**config.mk**
```make
export PLATFORM = sky130hd
export DESIGN_NAME = pc_sequencer
export DESIGN_NICKNAME = d
export VERILOG_FILES = /design/src/rtl/pc_pkg.sv /design/src/rtl/next_pc_mux.sv /design/src/rtl/pcBlock.sv /design/src/rtl/pc_sequencer.sv
export SDC_FILE = /design/constraint.sdc
export NUM_CORES = 1
export LEC_CHECK = 0
export BUFFER_PORTS_ARGS = -buffer_cell sky130_fd_sc_hd__buf_2
export CORE_MARGIN = 10
export CORE_UTILIZATION = 43
export CTS_CLUSTER_DIAMETER = 50
export CTS_CLUSTER_SIZE = 16
export DETAILED_ROUTE_END_ITERATION = 16
export GPL_ROUTABILITY_DRIVEN = 0
export PLACE_DENSITY = 0.88
export SLEW_MARGIN = 20
export SYNTH_ARGS = -nofsm -noshare
export SYNTH_HDL_FRONTEND = slang
export SYNTH_SLANG_ARGS = --single-unit
```
**constraint.sdc**
```tcl
create_clock -name clk -period 2.1 [get_ports clk]
set_input_delay 0.42 -clock clk [delete_from_list [all_inputs] [get_ports clk]]
set_output_delay 0.42 -clock clk [all_outputs]
set_load 0.02 [all_outputs]
```
**src/rtl/pc_pkg.sv**
```systemverilog
// Shared types and defaults for the program-counter sequencer.
package pc_pkg;

    localparam logic [31:0] RESET_VECTOR_DEF = 32'h0000_0000;
    localparam logic [31:0] TRAP_VECTOR_DEF  = 32'h0000_0080;

    typedef enum logic [1:0] {
        BOOT   = 2'd0,
        RUN    = 2'd1,
        HALTED = 2'd2
    } pc_state_e;

    typedef enum logic [1:0] {
        SEQ  = 2'd0,
        BR   = 2'd1,
        JMP  = 2'd2,
        TRAP = 2'd3
    } pc_src_e;

    // Instructions are word aligned; any set low bit in a target is a fault.
    function automatic logic is_misaligned(input logic [1:0] lsbs);
        return lsbs != 2'b00;
    endfunction

endpackage

```
**src/rtl/next_pc_mux.sv**
```systemverilog
// Priority next-PC select: trap > jump > branch > sequential, with a
// misaligned jump/branch target turned into a trap redirect.
module next_pc_mux
    import pc_pkg::*;
#(
    parameter int                ADDR_W      = 32,
    parameter logic [ADDR_W-1:0] TRAP_VECTOR = ADDR_W'(TRAP_VECTOR_DEF)
) (
    input  logic [ADDR_W-1:0] pc_plus4,
    input  logic              trap,
    input  logic              jump,
    input  logic [ADDR_W-1:0] jump_target,
    input  logic              branch_taken,
    input  logic [ADDR_W-1:0] branch_target,
    output logic [ADDR_W-1:0] next_pc,
    output logic              misalign_trap
);

    pc_src_e src;

    // Pick the source, then map it to an address. Only the selected target
    // is alignment checked, so a bad branch target under a jump is harmless.
    always_comb begin
        src           = SEQ;
        misalign_trap = 1'b0;
        next_pc       = pc_plus4;
        if (trap) begin
            src = TRAP;
        end else if (jump) begin
            if (is_misaligned(jump_target[1:0])) begin
                src           = TRAP;
                misalign_trap = 1'b1;
            end else begin
                src = JMP;
            end
        end else if (branch_taken) begin
            if (is_misaligned(branch_target[1:0])) begin
                src           = TRAP;
                misalign_trap = 1'b1;
            end else begin
                src = BR;
            end
        end
        case (src)
            SEQ:  next_pc = pc_plus4;
            BR:   next_pc = branch_target;
            JMP:  next_pc = jump_target;
            TRAP: next_pc = TRAP_VECTOR;
        endcase
    end

endmodule

```
**src/rtl/pcBlock.sv**
```systemverilog
// Program counter register with a load enable.
module pcBlock #(
    parameter int                ADDR_W       = 32,
    parameter logic [ADDR_W-1:0] RESET_VECTOR = '0
) (
    input  logic              clk,
    input  logic              reset,
    input  logic              load,
    input  logic [ADDR_W-1:0] d,
    output logic [ADDR_W-1:0] q
);

    // PC update: reset to the boot address, otherwise load only when enabled.
    always_ff @(posedge clk) begin
        if (reset) begin
            q <= RESET_VECTOR;
        end else if (load) begin
            q <= d;
        end
    end

endmodule

```
**src/rtl/pc_sequencer.sv**
```systemverilog
// Program counter sequencer: BOOT/RUN/HALTED control, next-PC selection,
// trap EPC capture and the instruction-memory fetch handshake.
//
// Fetch handshake: while in RUN, imem_req stays high for the current pc.
// The instruction is accepted (commit) in any cycle where imem_req and
// imem_ready are both high; pc and epc change only on the edge ending such
// a cycle. With imem_ready low nothing advances and control inputs are
// ignored; imem_ready has no meaning while imem_req is low.
module pc_sequencer
    import pc_pkg::*;
#(
    parameter int                ADDR_W       = 32,
    parameter logic [ADDR_W-1:0] RESET_VECTOR = ADDR_W'(RESET_VECTOR_DEF),
    parameter logic [ADDR_W-1:0] TRAP_VECTOR  = ADDR_W'(TRAP_VECTOR_DEF)
) (
    input  logic              clk,
    input  logic              reset,
    input  logic              imem_ready,
    input  logic              branch_taken,
    input  logic [ADDR_W-1:0] branch_target,
    input  logic              jump,
    input  logic [ADDR_W-1:0] jump_target,
    input  logic              trap,
    input  logic              halt,
    input  logic              resume,
    output logic [ADDR_W-1:0] pc,
    output logic [ADDR_W-1:0] pc_plus4,
    output logic              imem_req,
    output logic              commit,
    output logic [ADDR_W-1:0] epc,
    output logic              halted,
    output pc_state_e         dbg_state
);

    pc_state_e         state_q, state_d;
    logic [ADDR_W-1:0] next_pc;
    logic              misalign_trap;

    assign pc_plus4  = pc + ADDR_W'(4);
    assign dbg_state = state_q;

    next_pc_mux #(
        .ADDR_W      (ADDR_W),
        .TRAP_VECTOR (TRAP_VECTOR)
    ) u_mux (
        .pc_plus4      (pc_plus4),
        .trap          (trap),
        .jump          (jump),
        .jump_target   (jump_target),
        .branch_taken  (branch_taken),
        .branch_target (branch_target),
        .next_pc       (next_pc),
        .misalign_trap (misalign_trap)
    );

    pcBlock #(
        .ADDR_W       (ADDR_W),
        .RESET_VECTOR (RESET_VECTOR)
    ) u_pc (
        .clk   (clk),
        .reset (reset),
        .load  (commit),
        .d     (next_pc),
        .q     (pc)
    );

    // Control state register.
    always_ff @(posedge clk) begin
        if (reset) begin
            state_q <= BOOT;
        end else begin
            state_q <= state_d;
        end
    end

    // Next state and handshake outputs; commit is purely combinational.
    always_comb begin
        state_d  = state_q;
        imem_req = 1'b0;
        commit   = 1'b0;
        halted   = 1'b0;
        case (state_q)
            BOOT: begin
                state_d = RUN;
            end
            RUN: begin
                imem_req = 1'b1;
                commit   = imem_ready;
                if (imem_ready && halt) begin
                    state_d = HALTED;
                end
            end
            HALTED: begin
                halted = 1'b1;
                if (resume) begin
                    state_d = RUN;
                end
            end
            default: begin
                state_d = BOOT;
            end
        endcase
    end

    // Record the PC of an instruction that takes an explicit or alignment trap.
    always_ff @(posedge clk) begin
        if (reset) begin
            epc <= '0;
        end else if (commit && (trap || misalign_trap)) begin
            epc <= pc;
        end
    end

endmodule

```
==> metrics.yaml <==
sta:
  period_needed_ps: 2430
  tightest_slew_ps: 676
  finClkSkew_ps: 12.3
  setup_slack_ps: -331
  max_freq_mhz: 411
  finalSetupViolCount: 23
  hold_viol: 0
  slew_headroom_pct: 54.9
  fin_crit_sh_pct: 116
  drv_slew: 0
  rsz0062_at_grt: "true"
cts:
  numCtsBuffers: 9
  holdBufCountCts: 0
  cts.sinks: 66
  root_buffer: "clkbuf_8"
  clk_pin_slew_ps: 80
  insertion_delay_ps: 360
  tritoncts: "yes"
  cts_htree_levels: 3
  cts_buffer_depth: 2
synth:
  ys_ff_latch: 66
  synth_edf_count: 0
  synth_top_cell_area_share_pct: 35.5
  synth_fp_nets: 553
  ys_seq_area_share_pct: 35.5
  async_flop_share_pct: 0
  synth_area_leaders: "dfxtp_1 36%, nand2_1 8.8%, a21oi_1 7.3%"
  synth_area_sq_um: 3720
  postSynthAreaPerCell_sq_um: 7.74
  yosysWarnings: 0
  synth.distinct_cells: 58
  synth_top_area_cell: "dfxtp_1"
  synth_ff_type: "dfxtp_1"
  synthCells: 480
min_path:
  min_path_cells: 4
  hold_class: "input pin to flip-flop"
global_route:
  grt_pass1_wl_um: 25600
  antenna_found_initial: 0
  grt_pass1_vias: 5028
  grt_use_total_pct: 24.4
  grt_max_degree: 59
  grt_overflow: 0
route:
  drc: 0
  wl_per_cell_um: 21.0
  first_pass_iters: 7
  drt_first_iter_violations: 419
  vias: 4986
  wirelength_um: 17400
  ant_nets: 0
  via_per_inst: 6.03
run:
  maxCapViolCount: 0
final_layout:
  antenna_cells: 0
  fill_cells: 610
  finalNetCount: 790
  drive_gt1_share_pct: 48.8
  design_area_sq_um: 6000
  area_growth_syn_to_layout_pct: 61.3
  stdcell_count: 827
  layout_commonest_cell: "buf_2"
  final_cell_mix: "147 x buf_2, 95 x buf_4, 84 x nand2_1, 54 x a21oi_1, 51 x dfxtp_1"
placed_design:
  dpl.hpwl_um: 11300
  port_buffers: 172
  dpl_cell_area_sq_um: 5120
  placed_cells: 776
pwr:
  power.density_nw_per_um2: 530
  power.leakage_uw: 0.00289
  ir_drop_uv: 335
floorplan:
  die_area_sq_um: 12800
  start_util_pct: 44.8
  die_x_um: 113
  num_rows: 33
  die_y_um: 113
  ios: 173
  core_sq_um: 8300
critical_path:
  r2r_cells: 9
  cp.required_ps: 1680
  arrival_ps: 2010
  path_class: "flip-flop to primary output"
  startpoint_type: "flip-flop"
  setup.worst_path.end_class: "primary output"
  critPathMaxFanout: 5
status:
  outcome: "complete, but fails checks"
  failed_checks: "negative setup slack"
[critical path, stage by stage (launching register included)]
cell and delay, ps:
dfxtp_2 360, nand3_4 110, buf_6 150, nor3_4 170, buf_6 160, buf_12 110, nand4_1 160, xnor2_2 250
buf_4 180
[power breakdown]
group / internal [uW] / switching (uW) / total [uW]
logic: 252 / 382 / 634
registers: 1290 / 34.7 / 1320
clock network: 668 / 555 / 1220
total: 2210 / 971 / 3180
[sequential cells by signal (all words and copies together), names as in the netlist]
register   count
dbg_state      2
u_pc.q        32
epc           32
[per-layer routing]
metal	up-vias	track usage [%]	share of wire (%)
met5	-	0	0
met4	0	13.0	4.9
met3	78	6.92	10
met2	363	41.4	48
met1	2342	27.0	37
li1	2203	-	-
[synth_stat cells (all sizes together) (2+ instances only)]
master,instances
o21ai,15
a22oi,11
a31o,2
nand3,18
a211o,5
a2bb2oi,2
nor2,35
inv,9
o22ai,6
dfxtp,66
a21oi,54
xor2,11
clkbuf,22
a222oi,2
a311o,3
and2,4
and4,4
and3,6
o221a,3
o21a,8
nor4b,2
buf,17
nor4,9
nand2,87
xnor2,15
a211oi,6
a21o,2
nor3b,3
o31ai,2
a221oi,5
or3,6
nor3,13
nand4,8
a221o,5
a32o,2
or2,3
[worst paths after layout]
path / start / to / slack (ps)
min reg2reg: epc[23] / epc[23] / 460
max: u_pc.q[10] / pc_plus4[31] / -330
min: resume / dbg_state[1] / 380
max reg2reg: u_pc.q[6] / u_pc.q[28] / 20
[final cells by class]
class	count	area (sq um)	area share, %
Timing Repair Buffer	265	1750	29.2
Sequential cell	66	1350	22.4
Clock inverter	7	92.6	1.54
Tap cell	105	131	2.19
Clock buffer	9	124	2.07
Multi-Input combinational cell	365	2510	41.9
Inverter	10	37.5	0.626
[logic make-up after synthesis]
group	share of synthesized area (%)
adder cells (fa/ha/maj)	0.337
AND/OR/NAND/NOR	27.0
buffers and inverters	5.82
multiplexers	0.303
XOR/XNOR	6.13
AO/OA/AOI/OAI	24.9
flip-flops	35.5
[metrics by stage]
stage	setup slack, ps	hold WS [ps]	power (uW)	TNS, ps	utilization [%]
after floorplan	-25.8	514	1650	-25.8	-
after global routing	-384	413	3260	-5760	72.3
after CTS	-259	374	3130	-3650	68.3
final	-331	381	3180	-4380	72.3
after detailed placement	-51.4	445	1920	-51.4	61.6
after global placement	-40.0	439	1910	-40.0	61.6
[repair_timing]
item,4_1_cts,5_1_grt
endpoints found under the setup margin,23,27
gates resized for setup,60,30
pin swaps,17,16
setup buffers,15,21
(Power assumes the default switching activity.)
